<file path="config.mk">
export PLATFORM = sky130hd
export DESIGN_NAME = service_3_stopwatch_flat
export DESIGN_NICKNAME = d
export VERILOG_FILES = /design/src/rtl/service_3_stopwatch_pkg.sv /design/src/rtl/service_3_stopwatch_if.sv /design/src/rtl/service_3_stopwatch_bcd_digit.sv /design/src/rtl/service_3_stopwatch.sv /design/src/flat_wrapper.sv
export SDC_FILE = /design/constraint.sdc
export NUM_CORES = 1
export LEC_CHECK = 0
export ABC_CLOCK_PERIOD_IN_PS = 2000
export CAP_MARGIN = 20
export CORE_UTILIZATION = 52
export CTS_BUF_LIST = sky130_fd_sc_hd__clkbuf_8
export DETAILED_ROUTE_END_ITERATION = 7
export PLACE_DENSITY = 0.78
export SLEW_MARGIN = 10
export SYNTH_ARGS = -nofsm -noshare
export SYNTH_HDL_FRONTEND = slang
export SYNTH_SLANG_ARGS = --single-unit
export TNS_END_PERCENT = 1
</file>
<file path="constraint.sdc">
create_clock -name clk -period 2 [get_ports clk]
set_input_delay 0.2 -clock clk [delete_from_list [all_inputs] [get_ports clk]]
set_output_delay 0.2 -clock clk [all_outputs]
set_load 0.01 [all_outputs]
</file>
<file path="src/rtl/service_3_stopwatch_pkg.sv">
// -----------------------------------------------------------------------------
// service_3_stopwatch_pkg
//   Shared definitions for the service-3 stopwatch.
//   - `S0..`S3 : state codes as text macros. They are visible to every file
//                compiled after this one, including benches.
//   - state_t  : typed view of the same codes, used by the RTL.
//   - DIGIT_MAX: last value of one BCD digit.
//   - bcd_pair_to_int: converts two BCD digits into a 0..99 integer, used for
//                the debug views.
//   No ports: this is a package.
// -----------------------------------------------------------------------------
`ifndef SERVICE_DEFS_VH
`define SERVICE_DEFS_VH
`define S0 2'd0
`define S1 2'd1
`define S2 2'd2
`define S3 2'd3
`endif

package service_3_stopwatch_pkg;

   typedef enum logic [1:0] {
      ST_IDLE  = `S0,
      ST_READY = `S1,
      ST_RUN   = `S2,
      ST_PAUSE = `S3
   } state_t;

   localparam logic [3:0] DIGIT_MAX = 4'd9;

   function automatic logic [6:0] bcd_pair_to_int(input logic [3:0] tens,
                                                  input logic [3:0] units);
      return ({3'b000, tens} * 7'd10) + {3'b000, units};
   endfunction

endpackage

</file>
<file path="src/rtl/service_3_stopwatch_if.sv">
// -----------------------------------------------------------------------------
// service_3_stopwatch_if
//   Connects the front panel to the stopwatch service.
//   SPDT3      : service enable switch (level, 1 = active)
//   push_m     : debounced start/pause button
//   segments   : BCD {sec_tens, sec_units, tenths, hundredths}
//   finish3    : service-exited flag (level)
//   seconds    : debug integer view of the seconds, 0..99
//   hundredths : debug integer view of the hundredths, 0..99
//   master modport: panel/selector side. slave modport: the stopwatch.
// -----------------------------------------------------------------------------
interface service_3_stopwatch_if;
   logic        SPDT3;
   logic        push_m;
   logic [15:0] segments;
   logic        finish3;
   logic [6:0]  seconds;
   logic [6:0]  hundredths;

   modport master (
      output SPDT3, push_m,
      input  segments, finish3, seconds, hundredths
   );

   modport slave (
      input  SPDT3, push_m,
      output segments, finish3, seconds, hundredths
   );
endinterface

</file>
<file path="src/rtl/service_3_stopwatch_bcd_digit.sv">
// -----------------------------------------------------------------------------
// sw3_bcd_digit
//   One mod-10 counter stage of the stopwatch cascade.
//   clk       : system clock
//   resetn    : synchronous active-low reset
//   clr       : synchronous clear to 0; has priority over inc
//   inc       : advance by one
//   carry_out : high when inc arrives while the digit is at 9. Feeds the next
//               stage. Combinational.
//   q[3:0]    : current digit, always in 0..9
// -----------------------------------------------------------------------------
module sw3_bcd_digit
   import service_3_stopwatch_pkg::*;
(
   input  logic       clk,
   input  logic       resetn,
   input  logic       clr,
   input  logic       inc,
   output logic       carry_out,
   output logic [3:0] q
);

   assign carry_out = inc && (q == DIGIT_MAX);

   // NOTE: sequential state is assigned with <= so every register samples
   // pre-edge values; blocking '=' here would create order-dependent races.
   always_ff @(posedge clk) begin
      if (!resetn || clr) begin
         q <= '0;
      end else if (inc) begin
         q <= (q == DIGIT_MAX) ? 4'd0 : q + 4'd1;
      end
   end

endmodule

</file>
<file path="src/rtl/service_3_stopwatch.sv">
// -----------------------------------------------------------------------------
// service_3_stopwatch
//   Service 3 of the multi-service front panel. It is a 00.00-99.99 s
//   stopwatch with 10 ms resolution. A push_m press cycles
//   start -> pause -> resume. Dropping SPDT3 exits the service and raises
//   finish3.
//
//   Parameters
//     CLK_FREQ_HZ : system clock frequency
//     TICK_HZ     : count rate (100 = hundredths)
//     TICK_DIV    : derived as CLK_FREQ_HZ / TICK_HZ, in clock cycles per tick
//
//   Ports
//     clk    : system clock, single domain
//     resetn : synchronous active-low reset
//     panel  : service_3_stopwatch_if.slave
//              (SPDT3, push_m in; segments, finish3, seconds, hundredths out)
//
//   Configuration
//     SW3_SATURATE_EN defined : the count stops at 99.99. The FSM stays in
//                               RUN and a press still pauses.
//     SW3_SATURATE_EN undefined (default) : 99.99 wraps to 00.00 and counting
//                               continues.
// -----------------------------------------------------------------------------
module service_3_stopwatch
   import service_3_stopwatch_pkg::*;
#(
   parameter int CLK_FREQ_HZ = 100_000_000,
   parameter int TICK_HZ     = 100
)(
   input  logic                  clk,
   input  logic                  resetn,
   service_3_stopwatch_if.slave  panel
);

   localparam int TICK_DIV = CLK_FREQ_HZ / TICK_HZ;
   localparam int DIV_W    = (TICK_DIV > 1) ? $clog2(TICK_DIV) : 1;
   localparam logic [DIV_W-1:0] DIV_LAST = DIV_W'(TICK_DIV - 1);

   state_t            stopwatch_state;
   state_t            state_next;

   logic              push_q;
   logic              press;

   logic [DIV_W-1:0]  div_q;
   logic              div_run;
   logic              tick;

   logic              clr_cnt;
   logic              exit_svc;
   logic              cnt_inc;

   logic [3:0]        d_hund;
   logic [3:0]        d_tenth;
   logic [3:0]        d_sec_u;
   logic [3:0]        d_sec_t;
   logic              c_hund;
   logic              c_tenth;
   logic              c_sec_u;
   logic              unused_rollover;

   // ---------------------------------------------------------------------------
   // Press edge detector. It tracks in every state, so a button already held
   // when entering a state does not count as a fresh press.
   // ---------------------------------------------------------------------------
   always_ff @(posedge clk) begin
      if (!resetn) begin
         push_q <= 1'b0;
      end else begin
         push_q <= panel.push_m;
      end
   end

   assign press = panel.push_m & ~push_q;

   // ---------------------------------------------------------------------------
   // FSM: state register
   // ---------------------------------------------------------------------------
   always_ff @(posedge clk) begin
      if (!resetn) begin
         stopwatch_state <= ST_IDLE;
      end else begin
         stopwatch_state <= state_next;
      end
   end

   // ---------------------------------------------------------------------------
   // FSM: next state. The switch dropping out of any active state wins over a
   // press in the same cycle.
   // ---------------------------------------------------------------------------
   // NOTE: every output of a combinational block gets a default first;
   // a path that leaves one unassigned infers a latch.
   always_comb begin
      state_next = stopwatch_state;
      unique case (stopwatch_state)
         ST_IDLE: begin
            if (panel.SPDT3) state_next = ST_READY;
         end
         ST_READY: begin
            if (!panel.SPDT3) state_next = ST_IDLE;
            else if (press)   state_next = ST_RUN;
         end
         ST_RUN: begin
            if (!panel.SPDT3) state_next = ST_IDLE;
            else if (press)   state_next = ST_PAUSE;
         end
         ST_PAUSE: begin
            if (!panel.SPDT3) state_next = ST_IDLE;
            else if (press)   state_next = ST_RUN;
         end
         default: state_next = ST_IDLE;
      endcase
   end

   // ---------------------------------------------------------------------------
   // FSM: outputs. The counters and the divider are held clear in IDLE and are
   // cleared on the exit edge. The divider runs only while RUN is held.
   // In PAUSE it keeps its partial count, so a resume continues from the
   // exact sub-tick phase it was paused at.
   // ---------------------------------------------------------------------------
   always_comb begin
      clr_cnt  = 1'b0;
      exit_svc = 1'b0;
      div_run  = 1'b0;
      if (stopwatch_state == ST_IDLE) begin
         clr_cnt = 1'b1;
      end else if (!panel.SPDT3) begin
         clr_cnt  = 1'b1;
         exit_svc = 1'b1;
      end else if (stopwatch_state == ST_RUN) begin
         div_run = 1'b1;
      end
   end

   // ---------------------------------------------------------------------------
   // Tick divider: counts 0..TICK_DIV-1. The tick is issued on the edge that
   // wraps it back to 0, so the first hundredth lands exactly TICK_DIV cycles
   // after the start press.
   // ---------------------------------------------------------------------------
   always_ff @(posedge clk) begin
      if (!resetn || clr_cnt) begin
         div_q <= '0;
      end else if (div_run) begin
         div_q <= (div_q == DIV_LAST) ? '0 : div_q + 1'b1;
      end
   end

   assign tick = div_run && (div_q == DIV_LAST);

`ifdef SW3_SATURATE_EN
   logic at_max;
   assign at_max  = (d_sec_t == DIGIT_MAX) && (d_sec_u == DIGIT_MAX) &&
                    (d_tenth == DIGIT_MAX) && (d_hund  == DIGIT_MAX);
   assign cnt_inc = tick && !at_max;
`else
   assign cnt_inc = tick;
`endif

   // ---------------------------------------------------------------------------
   // BCD cascade: hundredths -> tenths -> sec_units -> sec_tens.
   // The carry out of the top digit marks the 99.99 -> 00.00 wrap. Nothing
   // consumes it.
   // ---------------------------------------------------------------------------
   sw3_bcd_digit u_hund (
      .clk       (clk),
      .resetn    (resetn),
      .clr       (clr_cnt),
      .inc       (cnt_inc),
      .carry_out (c_hund),
      .q         (d_hund)
   );

   sw3_bcd_digit u_tenth (
      .clk       (clk),
      .resetn    (resetn),
      .clr       (clr_cnt),
      .inc       (c_hund),
      .carry_out (c_tenth),
      .q         (d_tenth)
   );

   sw3_bcd_digit u_sec_u (
      .clk       (clk),
      .resetn    (resetn),
      .clr       (clr_cnt),
      .inc       (c_tenth),
      .carry_out (c_sec_u),
      .q         (d_sec_u)
   );

   sw3_bcd_digit u_sec_t (
      .clk       (clk),
      .resetn    (resetn),
      .clr       (clr_cnt),
      .inc       (c_sec_u),
      .carry_out (unused_rollover),
      .q         (d_sec_t)
   );

   // ---------------------------------------------------------------------------
   // Display register: one cycle behind the digit registers.
   // ---------------------------------------------------------------------------
   always_ff @(posedge clk) begin
      if (!resetn) begin
         panel.segments <= 16'h0000;
      end else begin
         panel.segments <= {d_sec_t, d_sec_u, d_tenth, d_hund};
      end
   end

   // ---------------------------------------------------------------------------
   // finish3: set on the exit edge. It holds until the switch is seen high
   // again in IDLE. Reset clears it and never sets it.
   // ---------------------------------------------------------------------------
   always_ff @(posedge clk) begin
      if (!resetn) begin
         panel.finish3 <= 1'b0;
      end else if (exit_svc) begin
         panel.finish3 <= 1'b1;
      end else if ((stopwatch_state == ST_IDLE) && panel.SPDT3) begin
         panel.finish3 <= 1'b0;
      end
   end

   // Debug integer views, taken straight from the digit registers.
   assign panel.seconds    = bcd_pair_to_int(d_sec_t, d_sec_u);
   assign panel.hundredths = bcd_pair_to_int(d_tenth, d_hund);

endmodule

</file>
<file path="src/flat_wrapper.sv">
// flat-port wrapper written by rule: the top's interface ports become plain ports
module service_3_stopwatch_flat import service_3_stopwatch_pkg::*;
#(
   parameter int CLK_FREQ_HZ = 100_000_000,
   parameter int TICK_HZ     = 100
)
  (clk, resetn, panel_SPDT3, panel_push_m, panel_segments, panel_finish3, panel_seconds, panel_hundredths);
  service_3_stopwatch_if panel_i ();
  input  logic clk;
  input  logic resetn;
  input wire logic [$bits(panel_i.SPDT3)-1:0] panel_SPDT3;
  input wire logic [$bits(panel_i.push_m)-1:0] panel_push_m;
  output wire logic [$bits(panel_i.segments)-1:0] panel_segments;
  output wire logic [$bits(panel_i.finish3)-1:0] panel_finish3;
  output wire logic [$bits(panel_i.seconds)-1:0] panel_seconds;
  output wire logic [$bits(panel_i.hundredths)-1:0] panel_hundredths;
  assign panel_i.SPDT3 = panel_SPDT3;
  assign panel_i.push_m = panel_push_m;
  assign panel_segments = panel_i.segments;
  assign panel_finish3 = panel_i.finish3;
  assign panel_seconds = panel_i.seconds;
  assign panel_hundredths = panel_i.hundredths;
  service_3_stopwatch #(.CLK_FREQ_HZ(CLK_FREQ_HZ), .TICK_HZ(TICK_HZ)) u_core (.clk(clk), .resetn(resetn), .panel(panel_i));
endmodule
</file>
* Word-level counts from Yosys, hierarchy flattened
Cells that the tools add are included.
Cells by class: multiplexer cells 19, equal/unequal tests 11, add/sub/neg operators 7, $mul 2, reductions and logical operators 11, bitwise gates (word level) 2
Operator list (number):
- $add A20 B1 Y20 const B | 1
- $eq A20 B20 Y1 const B | 1
- $mux W20 | 1
- $add A4 B1 Y4 const B | 4
- $eq A4 B4 Y1 const B | 4
- $mux W4 | 4
- $add A7 B4 Y7 | 2
- $mul A4 B3 Y6 const B | 2
- $mux W2 | 5
- $mux W1 | 8
- $ne A3 B2 Y1 const B | 2
- $pmux W2 S3 | 1
- $logic_and A1 B1 Y1 | 5
- $eq A2 B2 Y1 const B | 2
- $reduce_and A3 Y1 | 1
- $eq A2 B1 Y1 const B | 1
- $logic_not A2 Y1 | 1
- $ne A2 B2 Y1 const B | 1
- $reduce_bool A2 Y1 | 1
- $reduce_or A2 Y1 | 1
- $and A1 B1 Y1 | 1
- $logic_not A1 Y1 | 1
- $logic_or A1 B1 Y1 | 1
- $not A1 Y1 | 1
Word-level totals: output and inout port bits 31, logic and storage cells 61, register bits after elaboration 56

* Longest topological paths before layout
depth after elaboration 8, gate-level depth with buffers 7, gate-level depth less buffers 6

* Hierarchy
A second synthesis with hierarchy kept.
Second synthesis, totals: cell total of the unflattened synthesis 305, area total of the unflattened synthesis 2952.8 um^2
Modules (own cells, without submodules):
- service_3_stopwatch | cells each 217, area an instance 2177.1 um^2, instances 1, sequential area each 800.8 um^2
- sw3_bcd_digit | cells each 22, area an instance 193.9 um^2, instances 4, sequential area each 80.1 um^2

* Worst setup path after synthesis
Ideal clock, no wire load.
path kind reg-to-output, start register u_core.u_tenth.q[1], end output panel_hundredths[6], slack -0.003 ns, stages on the path, launching flop included 7, buffers on the path 0, arrival 1.803 ns, cells stage by stage dfxtp_1 ha_1 ha_1 inv_1 fa_1 nor3b_1 xnor2_1
Between the ends: word-level cells in the longest chain between the ends 2
RTL lines:
- from (decl) | RTL line service_3_stopwatch_bcd_digit.sv:20 | output logic [3:0] q
- from (signal assigned) | RTL line service_3_stopwatch_bcd_digit.sv:31 | q <= (q == DIGIT_MAX) ? 4'd0 : q + 4'd1;
- $mul A4 B3 Y6 | RTL line service_3_stopwatch_pkg.sv:33 | return ({3'b000, tens} * 7'd10) + {3'b000, units};
- $add A7 B4 Y7 | RTL line service_3_stopwatch_pkg.sv:33
- to (decl) | RTL line flat_wrapper.sv:16 | output wire logic [$bits(panel_i.hundredths)-1:0] panel_hundredths;
Every way passes these cells.

* Worst setup path in the final report
Same ends and word-level chain as after synthesis.

==> impl_metrics.ini <==
[power_and_ir_drop]
p_leak_nw = 1.54
p_per_area_nw_per_um2 = 466
ir_drop_v = 0.000383
total_power_mw = 1.79

[grt]
antenna_found_initial = 0
grt_pass1_wl_mm = 10.9
track_usage_pct = 22.9
overflow = 0
grt_max_degree = 20
grt_pass1_vias = 2458

[floorplan]
start_util_pct = 55.5
core_um2 = 5240
die_h_um = 76.8
ioPinCount = 35
die_area_um2 = 5900
die_w_um = 76.8
rows = 26

[logic_synthesis]
avgSynthCellArea_um2 = 9.38
synth_cells = 310
synth_top_family_by_area = simple AND/OR/NAND/NOR gates
synth-compound-area-share_pct = 4.69
ys_warn_count = 0
syn_area_um2 = 2910
synth-adder-area-share_pct = 9.64
synthXorXnorAreaFrac_pct = 10.5
yosysTopAreaCell = dfxtp_1
synthMuxAreaShare_pct = 2.07
synth_nets = 334
synth_area_leaders = dfxtp_1 39%, ha_1 6.9%, xnor2_1 6.0%, nor2_1 4.5%, xor2_1 4.5%
synthDominantCellAreaShare_pct = 38.6
ys_ff_latch = 56
synth_common_cells = 56 x dfxtp_1, 35 x nor2_1, 20 x xnor2_1
synth_cell_type_count = 47
yosys.area_share.simple_pct = 30.4
yosysMostFrequentCell = dfxtp_1
ys_async_sr_fraction_pct = 0
seq_area_frac_synth_pct = 38.6
synth_flop_cell = dfxtp_1
synth_edf_count = 0

[drt]
wl_per_cell_um = 13.5
wl_met3_um = 134
top_layer_used = met4
vias = 2446
ant_nets = 0
remaining_drc_errors = 0
wl_met1_mm = 2.77
firstDrtPassIters = 4
viasPerCell = 5.23
drt_iter0_drc = 91
finalWirelength_mm = 6.32
wl_met2_mm = 3.32

[placement]
port_buffers = 34
gp_congestion = 0.771
hpwl_mm = 4.57
placed_area_um2 = 3710

[timing]
hold_viol_final = 0
rsz0062_at_grt = true
setup_violations = 7
final.period_utilization_pct = 113
fin_skew_ps = 7.92
worstMarginPinSlew_ps = 328
max_slew_margin_pct = 78.0
finalCriticalPeriod_ps = 2270
fmax_mhz = 441
finalSetupTns_ps = -994
layout_setup_ws_ps = -267
slew_viol_final = 0
fin_hold_ws_ps = 486

[clock_tree]
cts_buffers = 5
worstSkewPairLatency_ps = 310
tritoncts = done
cts_buffer_depth = 2
cts_max_level = 2
cts_hold_buf = 0
clk_pin_slew_ps = 90
root_buffer = clkbuf_8
clock_sinks = 56

[outcome]
violations = negative setup slack
outcome = finished, violations left

[cells_and_area]
postLayoutCellArea_um2 = 3850
drive_gt1_share_pct = 26.9
fin_nets = 422
antenna_cells = 0
fillers = 377
syn_to_final_growth_pct = 32.6

[setup_path]
cp_data_arrival_time_ps = 2070
worstPathRequired_ps = 1800
cp_max_fo = 2
cp-start-kind = register
crit_type = register to output pin
worst_setup_path_end_kind = output pin
reg2reg_slack_ps = -20

[flow_run]
max-cap-violations = 0

[worst_hold_path]
hp-class = primary input to register
==> flip-flops by register name (all words and copies together) (netlist names) <==
name	flops
u_core.div_q	20
u_core.panel.finish3	1
u_core.panel.segments	16
u_core.push_q	1
u_core.stopwatch_state	2
u_core.u_hund.q	4
u_core.u_sec_t.q	4
u_core.u_sec_u.q	4
u_core.u_tenth.q	4
==> worst max-delay path: stages, from the launching register on <==
cell and delay, ps:
dfxtp_2 350, ha_4 270, ha_4 110, inv_2 30, fa_1 490, nor3b_2 190
xnor2_1 150, buf_2 170
==> timing repair <==
action / CTS / global route
endpoints found under the setup margin: 16 / 34
pin swaps: 9 / 7
buffers inserted: 0 / 0
gates resized for setup: 56 / 9
==> path summary, 6_finish.rpt <==
check / to / cells past startpoint / startpoint
worst max register to register: u_core.u_tenth.q[3]$_SDFFE_PP0N_ / 6 / u_core.div_q[7]$_SDFFE_PP0N_
worst min-delay path: u_core.push_q$_SDFF_PN0_ / 2 / panel_push_m
worst max-delay path: panel_hundredths[6] / 7 / u_core.u_tenth.q[1]$_SDFFE_PP0N_
worst min register to register: u_core.div_q[1]$_SDFFE_PP0N_ / 2 / u_core.div_q[1]$_SDFFE_PP0N_
==> routing by layer <==
metal,vias to the layer above,global-route usage (%)
met5,-,0
met4,0,7.12
met3,10,4.17
met2,39,43.1
met1,1163,25.6
li1,1234,-
==> report_power, final <==
part	internal, mW	total (mW)	switching, mW
clock	0.234	0.586	0.352
sequential	1.12	1.12	0.00514
combinational	0.0404	0.0834	0.0430
total	1.39	1.79	0.400
==> cell usage in the layout (no fill, tap or decap), types with 3 or more instances in the layout <==
master,n
o21ai_0,6
ha_4,5
mux2i_1,6
ha_1,9
or4_1,3
dfxtp_1,48
buf_4,53
nor2b_1,6
clkbuf_8,5
a21oi_1,7
nand3_1,13
nand2_1,14
nor2_1,35
nor3b_1,7
xor2_1,15
clkdlybuf4s50_1,24
xnor2_1,19
and3_1,4
and2_1,19
nand4_1,13
nor3_1,5
inv_1,15
buf_2,7
dfxtp_2,8
==> area by class of cell <==
cell class                 instances  area [um^2]  area share, %
multi-input combinational        230         1770           45.8
sequential                        56         1130           29.3
timing repair buffer              90          737           19.1
tap                               70         87.6           2.27
clock buffer                       5         68.8           1.79
inverter                          15         56.3           1.46
clock inverter                     2         8.76          0.227
==> stage by stage <==
step                std cells  setup WS, ps  util, %
floorplan                 310          14.0        -
global placement          461          -380     70.8
detailed placement        461          -507     70.8
CTS                       468          -274     73.4
global route              468          -346     73.6
finish                    468          -267     73.6
==> cell families after synthesis <==
family,after synthesis
fa+ha+maj,20
compound gates,23
simple gates,146
buf+inv,24
xor+xnor,35
flops,56
mux,6
(Power assumes the default switching activity.)
